===== src/rtl/demux_8_way_16_bank.sv =====
// Write-side lane scatter: accepts a valid/ready word stream and fills an
// 8-lane register bank, then holds the packed bank until the consumer releases it.
module demux_8_way_16_bank #(
  parameter int WIDTH     = 16,
  parameter int LANES     = 8,   // must be a power of two
  parameter int SEL_WIDTH = 3    // must equal log2(LANES)
) (
  input  logic                   clk,
  input  logic                   reset,
  input  logic [WIDTH-1:0]       in,
  input  logic                   in_valid,
  output logic                   in_ready,
  input  logic [SEL_WIDTH-1:0]   sel,
  input  logic                   sel_load,
  output logic [WIDTH*LANES-1:0] out,
  output logic                   out_valid,
  input  logic                   out_ready,
  output logic [LANES-1:0]       lane_written
);

  // Handshakes: a word is taken when in_valid && in_ready at a rising edge;
  // the bank is released when out_valid && out_ready at a rising edge.
  typedef enum logic [0:0] {
    FILL = 1'b0,
    HOLD = 1'b1
  } state_t;

  state_t               state;
  logic [SEL_WIDTH-1:0] ptr;
  logic [SEL_WIDTH-1:0] tgt;
  logic                 write;
  logic [LANES-1:0]     written_next;

  assign in_ready  = (state == FILL);
  assign out_valid = (state == HOLD);
  assign tgt       = sel_load ? sel : ptr;
  assign write     = in_valid && in_ready;

  always_comb begin
    written_next = lane_written;
    for (int k = 0; k < LANES; k++) begin
      if (tgt == SEL_WIDTH'(k)) written_next[k] = 1'b1;
    end
  end

  always_ff @(posedge clk) begin
    if (reset) begin
      state        <= FILL;
      ptr          <= '0;
      out          <= '0;
      lane_written <= '0;
    end else begin
      case (state)
        FILL: begin
          if (write) begin
            for (int k = 0; k < LANES; k++) begin
              if (tgt == SEL_WIDTH'(k)) out[k*WIDTH +: WIDTH] <= in;
            end
            lane_written <= written_next;
            ptr          <= tgt + SEL_WIDTH'(1);
            // Completion is driven by the flags, so repeated writes to one lane never finish.
            if (&written_next) state <= HOLD;
          end else if (sel_load) begin
            ptr <= sel;
          end
        end
        HOLD: begin
          // Data stays on out after release; only the flags and pointer restart.
          if (out_ready) begin
            state        <= FILL;
            lane_written <= '0;
            ptr          <= '0;
          end
        end
        default: state <= FILL;
      endcase
    end
  end

endmodule


===== config.mk =====
export PLATFORM = sky130hd
export DESIGN_NAME = demux_8_way_16_bank
export DESIGN_NICKNAME = d
export VERILOG_FILES = /design/src/rtl/demux_8_way_16_bank.sv
export SDC_FILE = /design/constraint.sdc
export NUM_CORES = 1
export LEC_CHECK = 0
export ABC_AREA = 0
export ABC_CLOCK_PERIOD_IN_PS = 5250
export BUFFER_PORTS_ARGS = -buffer_cell sky130_fd_sc_hd__buf_2
export CAP_MARGIN = 25
export CORE_MARGIN = 2
export CORE_UTILIZATION = 40
export CTS_CLUSTER_DIAMETER = 30
export DETAILED_ROUTE_END_ITERATION = 10
export GPL_ROUTABILITY_DRIVEN = 0
export GPL_TIMING_DRIVEN = 0
export SETUP_SLACK_MARGIN = 0.4
export SYNTH_ARGS = -nofsm -noshare
export SYNTH_HDL_FRONTEND = slang
export SYNTH_SLANG_ARGS = --single-unit

===== constraint.sdc =====
create_clock -name clk -period 5.25 [get_ports clk]
set_clock_uncertainty 0.1 [all_clocks]
set_input_delay 0.525 -clock clk [delete_from_list [all_inputs] [get_ports clk]]
set_output_delay 0.525 -clock clk [all_outputs]
set_load 0.03 [all_outputs]

==> results of run 1 <==
layer usage:
metal / vias to the layer above / wire [um] / GRT usage
li1: 2429 / - / -
met1: 2272 / 6890 / 0.297
met2: 196 / 7620 / 0.375
met3: 24 / 1570 / 0.0849
met4: 0 / 357 / 0.0843
met5: - / 0 / 0
sequential cells by signal, indices dropped and copies added (netlist names):
name	count
out_valid	1
ptr	3
lane_written	8
out	128
tightest hold or removal path: cells and delay by family (launching register included):
kind | cells | cell delay [ns]
AO/OA/AOI/OAI | 1 | 0.05
flip-flops | 1 | 0.30
AND/OR/NAND/NOR | 1 | 0.05
cell usage in the layout (no fill, tap or decap), drive strengths merged, types with 2 or more instances in the layout:
| cell | synthesis | routed |
|---|---|---|
| a21oi | 130 | 130 |
| a31oi | 2 | 2 |
| dfxtp | 140 | 140 |
| bufinv | 0 | 2 |
| a2bb2oi | 2 | 2 |
| and3 | 7 | 7 |
| ha | 5 | 5 |
| o21ai | 2 | 2 |
| clkbuf | 16 | 39 |
| mux2i | 3 | 3 |
| nand3 | 13 | 13 |
| nand2 | 263 | 263 |
| clkinv | 0 | 5 |
| inv | 5 | 5 |
| o21a | 7 | 7 |
| buf | 42 | 186 |
| nor2 | 3 | 3 |
final cells by class:
class,count,area [um^2]
clock inverters,8,92.6
inverters,5,18.8
clock buffers,23,468
flip-flops and latches,140,2800
plain buffers,58,344
repair buffers,144,721
well taps,172,215
multi-input cells,448,2050
fillers,1274,5960
worst min-delay path by stage:
stage | startpoint | end | slack (ns)
global placement | out[8] | out[8] | 0.34
floorplan | ptr[1] | ptr[1] | 0.42
detailed placement | out[116] | out[116] | 0.34
global route | in[12] | out[124] | 0.36
finish | out[116] | out[116] | 0.35
CTS | out_ready | ptr[1] | 0.35
report_power, final:
| group | leakage, uW | switching [uW] | total, uW | internal [uW] |
|---|---|---|---|---|
| clock network | 0.000277 | 435 | 1150 | 717 |
| registers | 0.00113 | 19.8 | 1120 | 1100 |
| logic | 0.00152 | 193 | 269 | 75.9 |
metrics by stage:
step | total power, uW | hold WS (ns) | util | cell area [um^2] | worst slack [ns]
final | 2540 | 0.349 | 0.530 | 6710 | 3.02
after global routing | 2630 | 0.360 | 0.530 | 6710 | 2.88
after CTS | 2550 | 0.348 | 0.530 | 6710 | 3.04
after detailed placement | 1410 | 0.345 | 0.485 | 6150 | 2.61
after global placement | 1400 | 0.340 | 0.485 | 6150 | 2.71
after floorplan | 1320 | 0.424 | - | 5210 | 3.10
kinds of logic after synthesis:
logic type | share of synthesized area
adder cells (fa/ha/maj) | 0.0120
AO/OA/AOI/OAI | 0.151
flip-flops | 0.538
multiplexers | 0.00864
buffers and inverters | 0.0696
AND/OR/NAND/NOR | 0.220
XOR/XNOR | 0.00168
==> qor.yml, run 1 <==
worst_setup_path:
  launch_point_of_the_worst_reg_to_reg_path: "ptr[0]"
  setup.worst_path.end: "out[117]"
  timing.rr.end: "out[117]"
  critical_path_arrival_ns: 2.47
  r2r_setup_slk_ns: 3.02
  timing.critical_path.required_ns: 5.49
  crit_path_cell_trace: "buf_2 -> mux2i_1 -> inv_1 -> ha_1 -> ha_1 -> nand2_1 -> buf_2 -> nand2_1 -> a21oi_1"
  critPathLaunch: "sel_load"
  cpMaxStageDelayCell: "sky130_fd_sc_hd__mux2i_1"
  critical_path.endpoint_type: "register"
  critical_path.top_delay_family: "buffers and inverters"
  cp-start-kind: "input pin"
  crit_type: "in -> reg"
  timing.critical_path.depth: 9
  wp_buf_inv: 3
  cells_on_worst_reg2reg_path: 8
  critical_path.max_stage_delay_ns: 0.43
  timing.critical_path.fanout_max: 10
yosys:
  synth_largest_type_area_fraction: 0.538
  syn_avg_cell_area_um2: 8.01
  synth.ff_latch_count: 140
  synth_top_flop_cell: "sky130_fd_sc_hd__dfxtp_1"
  synth.net_count: 680
  synth_enable_flop_cells: 0
  synth.top_cells.by_area: "sky130_fd_sc_hd__dfxtp_1 54%, sky130_fd_sc_hd__nand2_1 19%, sky130_fd_sc_hd__a21oi_1 12%"
  synthCells: 651
  yosysMostFrequentCell: "sky130_fd_sc_hd__nand2_1"
  ys_async_sr_fraction: 0
  syn-cell-area_um2: 5210
  synth_top_cell_by_area: "sky130_fd_sc_hd__dfxtp_1"
  synth_cell_type_count: 32
  ys_top_cells_by_count: "263 x sky130_fd_sc_hd__nand2_1, 140 x sky130_fd_sc_hd__dfxtp_1, 130 x sky130_fd_sc_hd__a21oi_1, 22 x sky130_fd_sc_hd__buf_2, 15 x sky130_fd_sc_hd__clkbuf_1"
  synth.yosys.warnings: 0
  synth.yosys.seq_area_share: 0.538
route:
  detailedRoute.firstPassIterationCount: 5
  drt-initial-drc-count: 321
  remaining_design_rule_violation_count: 0
  ant_nets: 0
  avgViaCountPerCell: 4.93
  drt-wirelength-per-cell_um: 16.5
  routed_wirelength_um: 16400
  routed-via-count: 4921
cells_and_area:
  total_number_of_nets_in_the_final_design: 843
  layout.cells.non_filler: 998
  antenna_diode_count: 0
  area_delta_synth_final_pct: 28.7
  final_layout_size_suffix_gt1_frac: 0.265
clock_network:
  cts_htree_levels: 4
  cts.repair.resized: 0
  number_of_buffers_between_clock_root_and_the_deepest_sink: 2
  post-cts-setup-buffer-count: 0
  tritoncts_num_sinks: 140
  clock_slew_at_reported_path_ffs_ns: 0.05
  numCtsBuffers: 17
  cts_hold_buffers: 0
  ctsRootBufferMaster: "sky130_fd_sc_hd__clkbuf_16"
  tritoncts: "yes"
  clk-insertion-delay-late_ns: 0.42
timing:
  min_period_ns: 2.23
  worst-slew-pin-transition_ns: 0.739
  max_clock_freq_mhz: 448
  setup_viol: 0
  final.period_utilization: 0.425
  rsz0062_at_grt: "no"
  hold_violations: 0
  timing.final.max_slew_violations: 0
  timing.slew.headroom: 0.508
  setup_tns_ns: 0
grt:
  grt_usage: 0.237
  via_count_of_the_first_global_routing_pass: 4665
  grt_max_degree: 17
  overflow: 0
  number_of_antenna_violations_at_the_first_check_in_global_routing: 0
  grt_first_pass_wirelength_um: 25300
power_and_ir_drop:
  leakage_uw: 0.00293
  power-per-cell-area_nw_per_um2: 378
  max-vdd-ir-drop_uv: 215
placed_design:
  place.detailed.hpwl_um: 11500
  port_buffers: 144
  dpl.cell_count: 967
hold_path:
  min-delay-path-class: "reg -> reg"
  hold_critical_path_depth: 2
run:
  drv_cap: 0
floorplanning:
  num_io_pins: 162
  core-area_um2: 12700
  design.die.area_um2: 14000
  start_util: 0.411
  row_count: 41
  die-height_um: 118
  die_outline_width_um: 118
run_status:
  run_status: "complete, no violations"
(Power assumes the default switching activity.)
==> inputs of run 2 (changes only) <==
- ABC_AREA: 0 -> 1
- ABC_CLOCK_PERIOD_IN_PS: 5250 -> 2300
- clock period: 5.25 -> 2.3 ns (I/O delays scaled with it)
==> qor.yml, run 2 <==
yosys:
  ys_top_cells_by_count: "164 x sky130_fd_sc_hd__nor2_1, 140 x sky130_fd_sc_hd__dfxtp_1, 107 x sky130_fd_sc_hd__o21ai_0, 55 x sky130_fd_sc_hd__a21oi_1, 47 x sky130_fd_sc_hd__inv_1"
  synth_top_cell_by_area: "sky130_fd_sc_hd__dfxtp_1"
  ys_async_sr_fraction: 0  # unchanged
  syn_avg_cell_area_um2: 8.00  # about the same
  synth.top_cells.by_area: "sky130_fd_sc_hd__dfxtp_1 54%, sky130_fd_sc_hd__nor2_1 12%, sky130_fd_sc_hd__o21ai_0 10%"
  synth.ff_latch_count: 140  # unchanged
  synth_cell_type_count: 28  # -13%
  synth_largest_type_area_fraction: 0.539  # +0.00194
  synth_enable_flop_cells: 0  # unchanged
  synth.yosys.warnings: 0  # unchanged
  synth_top_flop_cell: "sky130_fd_sc_hd__dfxtp_1"
  synth.net_count: 678  # -0.29%
  synth.yosys.seq_area_share: 0.539  # +0.00194
  yosysMostFrequentCell: "sky130_fd_sc_hd__nor2_1"
  synthCells: 649  # -0.31%
  syn-cell-area_um2: 5190  # -0.36%
cells_and_area:
  total_number_of_nets_in_the_final_design: 867  # +2.8%
  final_cell_mix: "167 x sky130_fd_sc_hd__buf_2, 164 x sky130_fd_sc_hd__nor2_1, 140 x sky130_fd_sc_hd__dfxtp_1"
  area_taken_by_multi_input_logic_gates_um2: 2020  # -1.5%
  final_layout_size_suffix_gt1_frac: 0.288  # +0.0226
  layout_top_registers: "out (128), lane_written (8), ptr (3)"
  layout.cells.non_filler: 1020  # +2.2%
  num-fill-cells: 1245  # -2.3%
  area_delta_synth_final_pct: 31.8
  layout.cells.most_common: "sky130_fd_sc_hd__buf_2"
  antenna_diode_count: 0  # unchanged
  layout.area.seq_um2: 2800  # unchanged
  post-route-util: 0.540  # +0.0109
  largest_register: "out"
  largest_reg_flops: 128  # unchanged
placed_design:
  place.detailed.hpwl_um: 11300  # -1.8%
  port_buffers: 161  # +12%
  dpl.cell_count: 982  # +1.6%
  dp_worst_setup_slack_ns: 0.0724  # -2.54 ns
run_status:
  run_status: "complete, no violations"
worst_setup_path:
  critical_path_arrival_ns: 2.00  # -0.47 ns
  wp_buf_inv: 1  # -2
  crit_path_cell_trace: "o21a_1 -> ha_2 -> ha_1 -> buf_4 -> or2_2 -> nand2_1 -> nor2_1 -> nand2_1 -> a21oi_1"
  timing.critical_path.fanout_max: 9  # -1
  critical_path.top_delay_family: "simple AND/OR/NAND/NOR gates"
  critical_path.max_stage_delay_ns: 0.31  # -0.12 ns
  cp-start-kind: "register"
  crit_path_frequent_cell: "sky130_fd_sc_hd__nand2_1"
  crit_type: "reg -> reg"
  timing.critical_path.required_ns: 2.48  # -3.01 ns
  cpMaxStageDelayCell: "sky130_fd_sc_hd__dfxtp_1"
  critical_path.endpoint_type: "register"
route:
  drt-wirelength-per-cell_um: 15.3  # -7.0%
  drt-initial-drc-count: 241  # -25%
  avgViaCountPerCell: 4.79  # -2.8%
  remaining_design_rule_violation_count: 0  # unchanged
  ant_nets: 0  # unchanged
  routed-via-count: 4890  # -0.63%
  routed_wirelength_um: 15600  # -4.9%
  detailedRoute.firstPassIterationCount: 4  # -1
hold_path:
  min-delay-path-class: "in -> reg"
clock_network:
  cts_hold_buffers: 0  # unchanged
  ctsRootBufferMaster: "sky130_fd_sc_hd__clkbuf_16"
  number_of_buffers_between_clock_root_and_the_deepest_sink: 2  # unchanged
  tritoncts_num_sinks: 140  # unchanged
  cts_htree_levels: 4  # unchanged
  numCtsBuffers: 17  # unchanged
  clock_slew_at_reported_path_ffs_ns: 0.05  # about the same
  tritoncts: "yes"
  clk-insertion-delay-late_ns: 0.42  # about the same
timing:
  setup_viol: 0  # unchanged
  min_period_ns: 1.82
  postLayoutSetupSlackWorst_ns: 0.480  # -2.54 ns
  worst-slew-pin-transition_ns: 0.683  # -0.0554 ns
  timing.final.max_slew_violations: 0  # unchanged
  timing.slew.headroom: 0.541  # +0.0339
  final_hold_slack_ns: 0.0670  # -0.282 ns
  setup_tns_ns: 0  # unchanged
  max_clock_freq_mhz: 549
  final.period_utilization: 0.791
  hold_violations: 0  # unchanged
  rsz0062_at_grt: "yes"
power_and_ir_drop:
  leakage_uw: 0.00325  # +11%
  p_comb_frac: 0.129  # +0.023
  intPower_uw: 4240  # +120%
  share_clk_of_total_power: 0.422  # -0.032
  power-per-cell-area_nw_per_um2: 845  # +120%
  switching_share: 0.267  # +0.0114
  power.share.sequential: 0.449  # +0.009
  max-vdd-ir-drop_uv: 404  # +88%
  switchingPower_uw: 1540  # +140%
floorplanning:
  start_util: 0.410  # -0.00148
  row_count: 41  # unchanged
  die_outline_width_um: 118  # -0.18%
  num_io_pins: 162  # unchanged
  design.die.area_um2: 13900  # -0.35%
  die-height_um: 118  # -0.18%
  core-area_um2: 12700  # unchanged
grt:
  number_of_antenna_violations_at_the_first_check_in_global_routing: 0  # unchanged
  grt_max_degree: 17  # unchanged
  via_count_of_the_first_global_routing_pass: 4729  # +1.4%
  grt_first_pass_wirelength_um: 24800  # -1.9%
  grt_usage: 0.228  # -0.00908
  overflow: 0  # unchanged
run:
  drv_cap: 0  # unchanged
-- run 2: cell types whose count changed in the layout (fill, tap and decap cells not counted), moves of 6 or more --
cell | before | now
sky130_fd_sc_hd__nor2_1 | 3 | 164
sky130_fd_sc_hd__o21a_1 | 7 | 1
sky130_fd_sc_hd__nand2_1 | 263 | 37
sky130_fd_sc_hd__o21ai_0 | 2 | 104
sky130_fd_sc_hd__and3_1 | 7 | 0
sky130_fd_sc_hd__nand3_1 | 12 | 18
sky130_fd_sc_hd__inv_1 | 4 | 47
sky130_fd_sc_hd__o21ai_1 | 0 | 10
sky130_fd_sc_hd__inv_2 | 1 | 7
sky130_fd_sc_hd__a21oi_1 | 130 | 55
-- run 2: power groups by stage --
stage	clock, uW	sequential, uW	combinational (uW)
floorplan	0	2850	262
global route	2570	2610	814
CTS	2460	2600	734
detailed placement	0	2640	728
finish	2440	2600	748
global placement	0	2640	718
-- run 2: routing by layer --
layer,global-route usage,vias to the layer above,share of wire
met4,0.0753,0,0.014
met5,0,-,0
met3,0.0766,19,0.069
met2,0.362,150,0.45
met1,0.291,2250,0.47
li1,-,2471,-
-- run 2: through the flow --
step | total power [uW] | area (um^2)
5_1_grt | 5990 | 6850
4_1_cts | 5790 | 6740
2_1_floorplan | 3110 | 5200
6_report | 5790 | 6850
3_3_place_gp | 3360 | 6220
3_5_place_dp | 3370 | 6220
-- run 2: cells by family (layout without fill, tap and decap cells) --
kind of cell / Yosys count / in the layout / synth area share
simple gates: 238 / 238 / 0.198
fa+ha+maj: 5 / 5 / 0.0120
compound gates: 176 / 176 / 0.172
buf+inv: 90 / 289 / 0.0788
flops: 140 / 140 / 0.539
-- run 2: layout make-up --
class / instances / area share
flip-flops and latches: 140 / 0.409
plain buffers: 35 / 0.0323
well taps: 172 / 0.0314
clock buffers: 26 / 0.0685
repair buffers: 170 / 0.128
inverters: 55 / 0.0305
multi-input cells: 419 / 0.295
clock inverters: 3 / 0.00585
-- run 2: worst paths after layout --
| check | start | to | slack (ns) | cells past startpoint |
|---|---|---|---|---|
| min | out_ready | out_valid | 0.07 | 4 |
| max reg2reg | ptr[1] | out_valid | 0.48 | 9 |
| min reg2reg | out[71] | out[71] | 0.34 | 2 |
| max | ptr[1] | out_valid | 0.48 | 9 |
-- run 2: timing repair --
item                       CTS  global route
cloned                       0             0
gates resized for setup      2            18
pin swaps                    1             6
hold endpoints to repair     0             0
setup buffers                1             8
setup endpoints to repair   33            68
-- run 2: worst reg2reg max path: stages (launching register included) --
cell and delay (ns):
sky130_fd_sc_hd__dfxtp_1 0.31, sky130_fd_sc_hd__o21a_1 0.22, sky130_fd_sc_hd__ha_2 0.20, sky130_fd_sc_hd__ha_1 0.18
sky130_fd_sc_hd__buf_4 0.17, sky130_fd_sc_hd__or2_2 0.28, sky130_fd_sc_hd__nand2_1 0.07, sky130_fd_sc_hd__nor2_1 0.04
sky130_fd_sc_hd__nand2_1 0.07, sky130_fd_sc_hd__a21oi_1 0.06
